File: src/rtl/w4823_fir_pkg.sv
// Shared types and defaults for the W4823 FP16 FIR tap sequencer.
package w4823_fir_pkg;

  localparam int NTAPS_DEF   = 64;
  localparam int AW_DEF      = 6;
  localparam int MAC_LAT_DEF = 3;
  localparam int CW          = 17;  // coefficient word width

  typedef enum logic [2:0] {
    IDLE  = 3'd0,
    WRITE = 3'd1,
    RUN   = 3'd2,
    DRAIN = 3'd3,
    DONE  = 3'd4
  } state_t;

endpackage

File: src/rtl/w4823_fir_tapgen.sv
// Tap counter plus registered delay-line / coefficient address generation.
// W4823_FIR_SEQ_SYM_EN folds the coefficient address for symmetric filters.
module w4823_fir_tapgen #(
  parameter int NTAPS = 64,
  parameter int AW    = 6
) (
  input  logic          clk2,
  input  logic          rst,
  input  logic          load,      // WRITE cycle: next cycle is tap 0
  input  logic          run,       // RUN cycle
  input  logic [AW-1:0] wptr,
  output logic          last,      // current tap is NTAPS-1
  output logic [AW-1:0] crd_addr,
  output logic [AW-1:0] drd_addr,
  output logic          mac_en,
  output logic          mac_first,
  output logic          mac_last
);

  logic [AW-1:0] k, k_nxt, crd_nxt;
  logic          issue;

  assign last  = (k == AW'(NTAPS-1));
  assign issue = load | (run & ~last);
  assign k_nxt = load ? '0 : k + 1'b1;

`ifdef W4823_FIR_SEQ_SYM_EN
  // second half of the sweep walks the stored half back down
  assign crd_nxt = (k_nxt < AW'(NTAPS/2)) ? k_nxt : AW'(NTAPS-1) - k_nxt;
`else
  assign crd_nxt = k_nxt;
`endif

  // Strobes and addresses are computed for the tap about to be shown, so
  // they leave this block straight from flops.
  always_ff @(posedge clk2) begin
    if (rst) begin
      k         <= '0;
      crd_addr  <= '0;
      drd_addr  <= '0;
      mac_en    <= 1'b0;
      mac_first <= 1'b0;
      mac_last  <= 1'b0;
    end else if (issue) begin
      k         <= k_nxt;
      crd_addr  <= crd_nxt;
      drd_addr  <= wptr - k_nxt;  // wraps modulo NTAPS through AW bits
      mac_en    <= 1'b1;
      mac_first <= (k_nxt == '0);
      mac_last  <= (k_nxt == AW'(NTAPS-1));
    end else begin
      crd_addr  <= '0;
      drd_addr  <= '0;
      mac_en    <= 1'b0;
      mac_first <= 1'b0;
      mac_last  <= 1'b0;
    end
  end

endmodule

File: src/rtl/w4823_fir_seq.sv
// W4823 FIR tap sequencer and coefficient-port arbiter. One sample per
// accepted input; coefficient loads only granted in IDLE, ahead of samples.
// W4823_FIR_SEQ_SYM_EN: only the lower NTAPS/2 coefficients are writable.
module w4823_fir_seq
  import w4823_fir_pkg::*;
#(
  parameter int NTAPS   = NTAPS_DEF,
  parameter int AW      = AW_DEF,
  parameter int MAC_LAT = MAC_LAT_DEF
) (
  input  logic          clk2,
  input  logic          rst,
  input  logic          s_valid,
  output logic          s_ready,
  input  logic          cload,
  input  logic [AW-1:0] caddr,
  input  logic [CW-1:0] cin,
  output logic          cack,
  output logic          cwr_en,
  output logic [AW-1:0] cwr_addr,
  output logic [CW-1:0] cwr_data,
  output logic [AW-1:0] crd_addr,
  output logic          dwr_en,
  output logic [AW-1:0] dwr_addr,
  output logic [AW-1:0] drd_addr,
  output logic          mac_en,
  output logic          mac_first,
  output logic          mac_last,
  output logic          out_valid,
  output logic          busy
);

  localparam int DW = (MAC_LAT > 1) ? $clog2(MAC_LAT) : 1;

  state_t        state, state_nxt;
  logic [AW-1:0] wptr;
  logic [DW-1:0] dcnt;
  logic          idle, accept, last, drain_end, cwr_ok;

  assign idle      = (state == IDLE);
  assign accept    = idle & s_valid & ~cload;
  assign drain_end = (state == DRAIN) & (dcnt == DW'(MAC_LAT-1));

`ifdef W4823_FIR_SEQ_SYM_EN
  assign cwr_ok = (caddr < AW'(NTAPS/2));
`else
  assign cwr_ok = 1'b1;
`endif

  // Coefficient port is a pass-through gated only by the registered state.
  assign s_ready  = idle & ~cload;
  assign cack     = idle & cload;
  assign cwr_en   = cack & cwr_ok;
  assign cwr_addr = cack ? caddr : '0;
  assign cwr_data = cack ? cin   : '0;

  // Next-state sweep: IDLE -> WRITE -> RUN x NTAPS -> DRAIN x MAC_LAT -> DONE.
  always_comb begin
    state_nxt = state;
    case (state)
      IDLE:    if (accept) state_nxt = WRITE;
      WRITE:   state_nxt = RUN;
      RUN:     if (last) state_nxt = DRAIN;
      DRAIN:   if (drain_end) state_nxt = DONE;
      DONE:    state_nxt = IDLE;
      default: state_nxt = IDLE;
    endcase
  end

  // State, write pointer, drain counter and registered write/done strobes.
  always_ff @(posedge clk2) begin
    if (rst) begin
      state     <= IDLE;
      wptr      <= '0;
      dcnt      <= '0;
      dwr_en    <= 1'b0;
      dwr_addr  <= '0;
      out_valid <= 1'b0;
      busy      <= 1'b0;
    end else begin
      state     <= state_nxt;
      dcnt      <= (state == DRAIN) ? dcnt + 1'b1 : '0;
      if (state == DONE) wptr <= wptr + 1'b1;
      dwr_en    <= accept;
      dwr_addr  <= accept ? wptr : '0;
      out_valid <= drain_end;
      busy      <= (state_nxt != IDLE);
    end
  end

  w4823_fir_tapgen #(.NTAPS(NTAPS), .AW(AW)) u_tapgen (
    .clk2      (clk2),
    .rst       (rst),
    .load      (state == WRITE),
    .run       (state == RUN),
    .wptr      (wptr),
    .last      (last),
    .crd_addr  (crd_addr),
    .drd_addr  (drd_addr),
    .mac_en    (mac_en),
    .mac_first (mac_first),
    .mac_last  (mac_last)
  );

endmodule

File: config.mk
export PLATFORM = sky130hd
export DESIGN_NAME = w4823_fir_seq
export DESIGN_NICKNAME = d
export VERILOG_FILES = /design/src/rtl/w4823_fir_pkg.sv /design/src/rtl/w4823_fir_tapgen.sv /design/src/rtl/w4823_fir_seq.sv
export SDC_FILE = /design/constraint.sdc
export NUM_CORES = 1
export LEC_CHECK = 0
export ABC_AREA = 0
export CAP_MARGIN = 20
export CORE_MARGIN = 5
export CORE_UTILIZATION = 38
export DETAILED_ROUTE_END_ITERATION = 8
export PLACE_DENSITY_LB_ADDON = 0.05
export SYNTH_ARGS = -nofsm -noshare
export SYNTH_HDL_FRONTEND = slang
export SYNTH_SLANG_ARGS = --single-unit
File: constraint.sdc
create_clock -name clk2 -period 2 [get_ports clk2]
set_clock_uncertainty 0.05 [all_clocks]
set_input_delay 0.2 -clock clk2 [delete_from_list [all_inputs] [get_ports clk2]]
set_output_delay 0.2 -clock clk2 [all_outputs]
set_load 0.1 [all_outputs]
==> Word-level counts from Yosys, hierarchy flattened <==
Index checks and enable logic that the tools add are counted.
{ "word_totals": {"word_cells": 50, "register_bits": 41, "output_inout_bits": 50} }
{ "op_classes": {"reduce_logical": 6, "bitwise": 12, "muxes": 8, "n_addsub": 4, "eq_ne": 7} }
{ "ops": {"columns": ["operator", "n"], "rows": [
  ["two-way mux 17 bit", 1],
  ["adder 6 x 1 -> 6 bit (second input constant)", 2],
  ["== test 6 bit (second input constant)", 2],
  ["two-way mux 6 bit", 2],
  ["one-hot mux 3 bit (4 select lines)", 1],
  ["two-way mux 3 bit", 3],
  ["AND 1 bit", 6],
  ["== test 3 x 2 -> 1 bit (second input constant)", 2],
  ["zero test 6 bit", 1],
  ["OR reduction 2 bit", 3],
  ["subtractor 6 bit", 1],
  ["NOT 1 bit", 5],
  ["== test 3 x 1 -> 1 bit (second input constant)", 1],
  ["== test 3 bit (second input constant)", 1],
  ["zero test 3 bit", 1],
  ["nonzero test 3 bit", 1],
  ["adder 2 x 1 -> 2 bit (second input constant)", 1],
  ["== test 2 bit (second input constant)", 1],
  ["two-way mux 1 bit", 1],
  ["bitwise OR 1 bit", 1]
]} }

==> Depth between registers and ports, before layout <==
{ "logic_depth": {"word_depth": 6, "depth_mapped": 12, "mapped_depth_nobuf": 10} }

==> Modules after synthesis <==
A second synthesis with hierarchy kept.
{ "unflattened": {"cells_unflattened": 210, "area_unflattened_um2": 1991.9} }
{ "by_module_without_submodules": {"columns": ["mod", "instances", "area_each_um2", "seq_area_each_um2", "cells_each"], "rows": [
  ["w4823_fir_seq", 1, 1007.2, 400.4, 102],
  ["w4823_fir_tapgen", 1, 984.7, 420.4, 108]
]} }

==> Worst setup path before layout <==
OpenSTA, ideal clock, no wires.
{ "synth_timing": {"path_kind": "register to register", "start": "register state[1]", "end": "register dwr_addr[2]", "synth_period_minus_slack_ps": 4410, "setup_ps": 59, "arrival_time_ps": 4301, "required_ps": 1891, "path_buffers": 1, "setup_slack_ps": -2410, "stages_incl_launch_ff": 6, "cell_sequence": "dfxtp_1 -> buf_4 -> nor4_1 -> nand2_1 -> nor2_1 -> and2_1"} }
{ "synth_between": {"elab_chain_cells": 5} }
{ "synth_rtl": {"columns": ["item", "line_no", "rtl"], "rows": [
  ["start, declared", "w4823_fir_seq.sv:35", "state_t state, state_nxt;"],
  ["start signal, assigned", "w4823_fir_seq.sv:81", "state <= state_nxt;"],
  ["zero test 3 bit", "w4823_fir_seq.sv:40", "assign idle = (state == IDLE);"],
  ["AND 1 bit (2 in series)", "w4823_fir_seq.sv:41", "assign accept = idle & s_valid & ~cload;"],
  ["NOT 1 bit (no line)", null, null],
  ["OR reduction 2 bit (no line)", null, null],
  ["end signal, assigned", "w4823_fir_seq.sv:85", "dwr_addr <= accept ? wptr : '0;"],
  ["end, declared", "w4823_fir_seq.sv:24", "output logic [AW-1:0] dwr_addr,"]
]} }
No other way between the ends.
A chain may end at the register's enable or synchronous reset.

==> Final worst setup path <==
{ "layout_timing": {"start": "register state[0]", "end": "output port cwr_data[2]"} }
{ "layout_between": {"elab_chain_cells": 3} }
{ "layout_rtl": {"columns": ["item", "line_no", "rtl"], "rows": [
  ["zero test 3 bit", "w4823_fir_seq.sv:40", null],
  ["AND 1 bit", "w4823_fir_seq.sv:52", "assign cack = idle & cload;"],
  ["two-way mux 17 bit", "w4823_fir_seq.sv:55", "assign cwr_data = cack ? cin : '0;"],
  ["end, declared", "w4823_fir_seq.sv:21", "output logic [CW-1:0] cwr_data,"]
]} }
No other way between the ends.

==> summary.txt <==
Clocking
  – CTS tree: yes
  – Total CTS buffers: 5
  – CTS Hold Bufs: 0
  – Sink Count: slightly above 40
  – Worst skew pair latency: approximately 300 ps
  – Worst-path clk slew: ~90 ps
  – Clock root cell: clkbuf_8
  – Longest Clk Path Bufs: 2
  – H-tree levels: 2

Worst setup path
  – CP max stage delay: approximately 340 ps
  – Buf/Inv on CP: 4
  – R2R Path End: u_tapgen.drd_addr[5]$_SDFF_PP0_
  – Crit. End Element: output pin
  – Family with the most delay on the worst path: buffers and inverters
  – FF-to-FF setup slack: about 90 ps
  – Setup crit start kind: flop
  – Worst R2R Path Depth: 8
  – CP Data Required Time: approximately 1800 ps
  – Maximum fanout along the worst path: 6
  – Worst path cell trace: buf_6, nor4b_4, buf_4, buf_4, and2_2, buf_12
  – Reg2Reg Launch Point: u_tapgen.k[1]$_SDFFE_PP0N_
  – Slowest stage cell on the critical path: dfxtp_2
  – Crit-path most repeated cell: buf_4
  – Critical path type: reg2out
  – CP arrival: roughly 1700 ps

Synthesis
  – Netlist cell types: 40
  – Register area share after synthesis: between 40% and 50%
  – Post-Syn Nets: roughly 230
  – Post-synthesis cell area: around 1800 um^2
  – Ys Warns: 0
  – Synth Instances: 192
  – Synthesized area per cell: ~9.3 um^2
  – #FFs+latches synth: 41

STA
  – Hold Vio Cnt, Final: 0
  – Fin crit period: 1920 ps
  – Tcrit/Tclk final: a little over nine tenths
  – Tightest Pin Transition: 447 ps
  – RSZ-0062 raised after global routing: yes
  – Setup TNS: 0 ps
  – Final WS setup: roughly 76 ps
  – Max Slew Vio Count: 0
  – # setup viols final: 0
  – Slew HR: 70.1%
  – Max frequency: about 520 MHz
  – Min Hold Slack: between 300 and 400 ps

Cells and area
  – Reg area: slightly above 800 um^2
  – Final non-filler cell total: approximately 340
  – Commonest non-fill, non-tap cell in the layout: buf_4
  – Post-Route Utilization: between 60 and 70%
  – Ant diodes: 0
  – Footprint of the multi-input gates: between 1000 and 1500 um^2
  – Final Cell Area: 3190 um^2
  – Synth-to-layout area growth: 78.6%
  – Nets@finish: between 300 and 400
  – Commonest cells after routing, fill and taps aside: buf_4 (38), dfxtp_1 (36), clkdlybuf4s50_1 (26), buf_12 (26), nor2_1 (25)
  – Share of cells above drive strength 1: approximately 44%
  – Fill count: roughly 370

Power and ir drop
  – Peak VDD IR: 0.320 mV
  – Pwr dens: between 700 and 800 nW/um^2
  – Pwr Total: approximately 2.3 mW
  – Pleak: roughly 1.4 nW

Hold path
  – Hold path depth: 1
  – Worst Hold Path EP: dcnt[0]$_SDFF_PP0_
  – Hold WC Path Type: reg2reg
  – Hold_sp: dcnt[0]$_SDFF_PP0_

Place
  – GPL Wtd Cong: 0.931
  – Dpl hpwl: between 3000 and 4000 um
  – IO Port Bufs: 76
  – Dpl cells: approximately 330
  – Placed Instance Area: 2920 um^2
  – Setup WS pre-CTS: -18.1 ps

Job
  – MaxCap Viol Count: 0

Floorplan
  – Std cell rows: 25
  – Starting density of the core: between 30% and 40%
  – Die area: 6170 um^2
  – Core Area: approximately 4600 um^2
  – # IOs: just under 80
  – Die height: 78.6 um
  – Die width: approximately 79 um

Outcome
  – Status: finished, final reports clean

GRT
  – Vias in the first global route: around 1.6k
  – Pin count of the biggest net entering global routing: 15
  – Initial antenna violation count: 0
  – Grt total ovfl: 0
  – GRT Util Overall: ~15%
  – Global-route wire length before repair: around 7400 um

Detailed routing
  – Detail-routed net length per standard cell: 14.1 um
  – 1st-iter DRT viols: 95
  – DR vias/cell: 4.73
  – Via count: approximately 1.6k
  – Final wirelength: slightly below 5000 um
  – Antenna-violating nets left: 0
  – First-pass DRT Iterations: 4
  – Residual DRC: 0
[Yosys cell counts]
| cell | n | area (um^2) |
|---|---|---|
| nor4_1 | 2 | 12.5 |
| nand4_1 | 1 | 6.26 |
| mux2i_1 | 1 | 10.0 |
| a21boi_1 | 1 | 7.51 |
| o31ai_1 | 1 | 7.51 |
| inv_2 | 1 | 3.75 |
| a31oi_1 | 1 | 6.26 |
| xnor2_1 | 6 | 52.6 |
| ha_1 | 8 | 100 |
| and2_1 | 28 | 175 |
| a21oi_1 | 3 | 15.0 |
| inv_1 | 8 | 30.0 |
| dfxtp_1 | 41 | 821 |
| nor2b_1 | 1 | 6.26 |
| buf_2 | 2 | 10.0 |
| a21oi_2 | 1 | 8.76 |
| buf_4 | 2 | 15.0 |
| and4_1 | 1 | 8.76 |
| nor2_1 | 27 | 101 |
| o21a_1 | 1 | 7.51 |
| xor2_1 | 5 | 43.8 |
| o21ai_1 | 1 | 5.00 |
| nor3_2 | 1 | 10.0 |
| nor3b_1 | 1 | 7.51 |
| or3_1 | 1 | 6.26 |
| or2_0 | 1 | 6.26 |
| o2111ai_1 | 1 | 8.76 |
| buf_6 | 1 | 11.3 |
| clkbuf_1 | 3 | 11.3 |
| fa_1 | 1 | 20.0 |
| nor4b_2 | 2 | 30.0 |
| a21o_1 | 8 | 60.1 |
| nand3_1 | 5 | 25.0 |
| o21ai_0 | 3 | 15.0 |
| and3_1 | 2 | 12.5 |
| nand2b_1 | 1 | 6.26 |
| nor3b_2 | 3 | 37.5 |
| nor3_1 | 3 | 15.0 |
| nand2_1 | 11 | 41.3 |
| a32oi_1 | 1 | 8.76 |
[how the worst max path moves through the flow]
stage,from,end,slack [ps],cells after the start
CTS,state[2]$_SDFF_PP0_,cwr_data[16],10,5
global placement,u_tapgen.k[1]$_SDFFE_PP0N_,u_tapgen.drd_addr[5]$_SDFF_PP0_,60,8
detailed placement,u_tapgen.k[1]$_SDFFE_PP0N_,u_tapgen.drd_addr[5]$_SDFF_PP0_,-20,9
finish,state[0]$_SDFF_PP0_,cwr_data[2],80,6
floorplan,state[0]$_SDFF_PP0_,busy$_SDFF_PP0_,-110,5
global route,u_tapgen.k[1]$_SDFFE_PP0N_,u_tapgen.drd_addr[5]$_SDFF_PP0_,-30,9
[flip-flops by register name, indices dropped and copies added, names as in the netlist]
signal / count
out_valid: 1
dcnt: 2
dwr_addr: 6
u_tapgen.crd_addr: 6
u_tapgen.mac_en: 1
u_tapgen.drd_addr: 6
wptr: 6
busy: 1
dwr_en: 1
u_tapgen.k: 6
u_tapgen.mac_last: 1
state: 3
u_tapgen.mac_first: 1
[report_power, final]
part	internal [mW]	leakage, nW	total (mW)	switching [mW]
combinational	0.302	1.04	0.806	0.504
sequential	0.835	0.334	0.844	0.00868
clock	0.373	0.0543	0.658	0.284
total	1.51	1.43	2.31	0.797
[layer usage]
metal / part of all wire, % / vias up / wire length (um) / track usage [%]
li1: - / 824 / - / -
met1: 39 / 742 / 1900 / 17.1
met2: 52 / 50 / 2500 / 27.1
met3: 8.7 / 0 / 419 / 6.65
met4: 0 / 0 / 0 / 2.62
met5: 0 / - / 0 / 0
[final cells by class]
class / count / area share, %
Timing Repair Buffer: 96 / 35.5
Multi-Input combinational cell: 134 / 31.8
Sequential cell: 41 / 25.9
Clock buffer: 5 / 2.16
Tap cell: 54 / 2.12
Clock inverter: 3 / 1.45
Inverter: 9 / 1.06
[cells by family after synthesis]
logic type / synth area share (%)
multiplexers: 0.560
AND/OR/NAND/NOR: 28.4
buffers and inverters: 4.55
adder cells (fa/ha/maj): 6.72
XOR/XNOR: 5.39
flip-flops: 45.9
AO/OA/AOI/OAI: 8.40
[timing repair]
action	4_1_cts	5_1_grt
pin swaps	0	10
gates resized for setup	3	27
setup buffers	1	4
endpoints found under the setup margin	5	26
gates cloned	0	2
(Power assumes the default switching activity.)
==> edit 1: new RTL, same settings <==
The 5 states of `state_t` get a Gray code encoding in 3 bits.
--- a/src/rtl/w4823_fir_pkg.sv
+++ b/src/rtl/w4823_fir_pkg.sv
@@ -7,11 +7,11 @@
   localparam int CW          = 17;  // coefficient word width
 
   typedef enum logic [2:0] {
-    IDLE  = 3'd0,
-    WRITE = 3'd1,
-    RUN   = 3'd2,
-    DRAIN = 3'd3,
-    DONE  = 3'd4
+    IDLE  = 3'b000,
+    WRITE = 3'b001,
+    RUN   = 3'b011,
+    DRAIN = 3'b010,
+    DONE  = 3'b110
   } state_t;
 
 endpackage
Check against the original RTL: same outputs for any inputs over 10 cycles, from zero or initial values and one cycle with rst high; not proved beyond that.
==> edit 1 against the unedited design <==
- the flow now finishes with violations (setup timing)
- first-iteration DRC count shrank 56%
- worst setup slack lost 0.091 ns
- sequential power grew 0.7%
- sequential cell count is the same
- register-to-register slack lost 0.11 ns
- power grew 5.7%
- design area shrank 1.1%
- worst hold slack gained 0.0040 ns
- synthesized area grew 1.1%
- non-clock buffer count shrank 6
- wire length grew 1.9%
- cell count shrank 1.8%
- critical path type is now reg -> reg
- largest cell class unchanged
==> edit 1: results (changes against the unedited design) <==
Clock Power Share: 27.5% (-1.0 points)
final core utilization: 67.7% (-1.2 points)
met2 wire length: 2600 um (+3.9%)
routed wl met3: 228 um (-46%)
Synth area leaders: dfxtp_1 (45%), and2_1 (11%), ha_1 (5.5%), nor2_1 (5.0%), a21o_1 (2.9%)
setup ws final: -0.0151 ns (-0.0911 ns)
xor/xnor share of the synthesized area: 4.85% (-0.54 points)
violated checks: setup timing
syn_nets: 230 (+0.88%)
Synth cell types: 43 (+7.5%)
Worst Setup EP: u_tapgen.drd_addr[5]
share of power burned in registers: 34.8% (-1.8 points)
post-synthesis mux area share: 0% (-0.56 points)
Placed Area: 2930 um^2 (+0.26%)
NumNets Final: 317 (-1.9%)
commonest cells in the netlist: dfxtp_1 (41), and2_1 (31), nor2_1 (24)
Synth Area in Adders: 6.65% (-0.074 points)
Non-CTS buffers: 90 (-6.3%)
multi-input gates: 135 (+0.75%)
sw frac: 36.7% (+2.2 points)
vias per cell: 4.74 (+0.40%)
Max stage delay cell, worst path: dfxtp_4
1st-iter DRT viols: 42 (-56%)
Tot GR Track Use: 16.1% (+0.84 points)
max incr delay on CP: 0.37 ns (+0.03 ns)
clock network contribution to total cell area: 3.65% (+0.039 points)
Final TNS setup: -0.0151 ns (-0.0151 ns)
GR Layer Usage met2: 28.4% (+1.3 points)
DP Worst Slack: 0.0150 ns (+0.0332 ns)
Leak: 1.40 nW (-1.8%)
sequential portion of the cell area: 26.2% (+0.32 points)
pin count of the biggest net entering global routing: 26 (+11)
Core Area: 4660 um^2 (+0.68%)
Pint: 0.00154 W (+2.2%)
R2R depth: 9 (+1)
post-synthesis compound-gate area fraction: 8.38% (-0.024 points)
met3 Use GR: 4.65% (-2.0 points)
outcome: finished, violations left
Final GP Congestion: 0.825 (-11%)
multi-input logic area: 1050 um^2 (+3.2%)
Seq cells post-synth: 41 (unchanged)
hpwl dp: 3840 um (-2.0%)
Fillers: 372 (+0.27%)
via count: 1594 (-1.4%)
Critical Path Start: u_tapgen.k[1]
maximum vdd drop: 0.369 mV (+15%)
Biggest consumer: combinational cells
CP max FO: 3 (-3)
share of post-route cells with drive strength above 1: 42.2% (-1.9 points)
register area share after synthesis: 45.4% (-0.51 points)
crit path DAT: 2.16 ns (+0.49 ns)
highest routing layer actually used: met4
Met1 Routed Length: 2040 um (+7.2%)
setup violators final: 1 (+1)
post-synthesis average cell area: 9.31 um^2 (about the same)
Data buffer area share: 33.9% (-1.6 points)
inverters: 8 (-1)
clk_lat worst skew: 0.30 ns (about the same)
edit 1: changes by cell type in the layout (fill, tap and decap cells not counted), moves of 3 or more:
| cell | unedited run | this run |
|---|---|---|
| and2_2 | 10 | 19 |
| and2_1 | 5 | 12 |
| buf_6 | 6 | 1 |
| a21oi_2 | 3 | 0 |
| and2_4 | 13 | 1 |
| ha_1 | 6 | 3 |
| nor3b_2 | 3 | 0 |
| nor2_1 | 25 | 22 |
edit 1: logic make-up (layout without fill, tap and decap cells):
group	Yosys count	in the layout
buffers and inverters	18	106
DFF	41	41
and+or+nand+nor	95	95
xor gates and xnor gates	10	10
AOI/OAI and AO/OA	21	21
adders and majority gates	9	9
edit 1: critical path, delay by kind of cell (launching register included):
kind | cells | cell delay [ns]
compound gates | 3 | 0.45
xor+xnor | 1 | 0.18
fa+ha+maj | 2 | 0.41
flops | 1 | 0.37
simple gates | 3 | 0.43
edit 1: repair_timing:
action                     4_1_cts  5_1_grt
setup buffers                    0        1
setup endpoints to repair        0       25
hold buffers                     0        0
resized for setup                0       19
==> edit 2: new RTL, same flow settings <==
Without the edit above. Change the package constant `AW_DEF` from 6 to 7.
--- a/src/rtl/w4823_fir_pkg.sv
+++ b/src/rtl/w4823_fir_pkg.sv
@@ -2,7 +2,7 @@
 package w4823_fir_pkg;
 
   localparam int NTAPS_DEF   = 64;
-  localparam int AW_DEF      = 6;
+  localparam int AW_DEF      = 7;
   localparam int MAC_LAT_DEF = 3;
   localparam int CW          = 17;  // coefficient word width
 
Interface: changed (5 resized); port bits go from 77 to 82. The function was not compared with the original's and may differ.
==> edit 2 against the unedited design <==
- the flow now finishes with violations (setup timing)
- synthesized area up 18%
- worst hold slack improved by 0.0026 ns
- sequential cell count rose by 5
- power increased by 6.9%
- sequential share of layout area is 1.1 points lower
- global-route usage increased by 0.90 points
- worst setup slack lost 0.19 ns
- wire length is 18% higher
- first-iteration DRC count down 42%
- sequential power rose by 11%
- design area up 18%
- critical path type is now reg -> reg
- largest power group unchanged
==> edit 2: results (changes against the unedited design) <==
outcome: finished, violations left
violated checks: setup timing
vias per cell: 4.75 (+0.59%)
Wirelength per Cell: 13.6 um (-3.6%)
hpwl dp: 4440 um (+13%)
Synth Area in Adders: 6.30% (-0.42 points)
met1 usage: 16.5% (-0.59 points)
pin count of the biggest net entering global routing: 27 (+12)
vias in the first global route: 2039 (+31%)
Synth area leaders: dfxtp_1 (44%), and2_1 (10%), nor2_1 (5.7%), ha_1 (5.3%), xor2_1 (3.3%)
Hold Slack: 0.368 ns (+0.00255 ns)
post-CTS resize count: 12 (+9)
WS Path Type: reg -> reg
routed wl met3: 723 um (+73%)
crit path DAT: 2.25 ns (+0.58 ns)
maximum vdd drop: 0.378 mV (+18%)
Fillers: 423 (+14%)
register area share after synthesis: 43.7% (-2.2 points)
syn_nets: 261 (+14%)
sequential portion of the cell area: 24.9% (-1.1 points)
post-synthesis mux area share: 1.66% (+1.1 points)
R2R depth: 11 (+3)
inverters: 6 (-3)
setup violators final: 22 (+22)
Data buffer area share: 35.4% (-0.089 points)
Rel. slew slack: 77.4% (+7.4 points)
xor/xnor share of the synthesized area: 5.82% (+0.43 points)
met3 Use GR: 8.44% (+1.8 points)
setup ws final: -0.112 ns (-0.188 ns)
Leak: 1.69 nW (+18%)
Tot GR Track Use: 16.2% (+0.90 points)
Synth cell types: 46 (+15%)
IO Port Bufs: 81 (+6.6%)
CP max FO: 2 (-4)
clock network contribution to total cell area: 3.03% (-0.58 points)
==> edit 2: cell count changes in the layout (fill, tap and decap cells not counted), moves of 3 or more <==
cell and change:
buf_6 -3, buf_4 +27, o21a_1 +4, nor2_1 +4, inv_1 -4, xor2_1 +3, dfxtp_1 +3, and2_1 +4
a21o_1 -3
==> edit 2: stage by stage <==
| stage | instances | cell area, um^2 | setup slack, ns | util [%] |
|---|---|---|---|---|
| global route | 417 | 3760 | -0.218 | 69.1 |
| detailed placement | 402 | 3490 | -0.153 | 64.2 |
| finish | 417 | 3760 | -0.112 | 69.1 |
| CTS | 411 | 3680 | -0.118 | 67.6 |
| floorplan | 223 | 2200 | -0.225 | - |
| global placement | 402 | 3490 | -0.0816 | 64.2 |
==> edit 2: where the power goes <==
part	internal (W)	leakage (nW)	total (W)	switching, W
Combinational	0.000326	1.26	0.000845	0.000518
Sequential	0.000931	0.376	0.000939	0.00000736
Clock	0.000371	0.0504	0.000683	0.000312
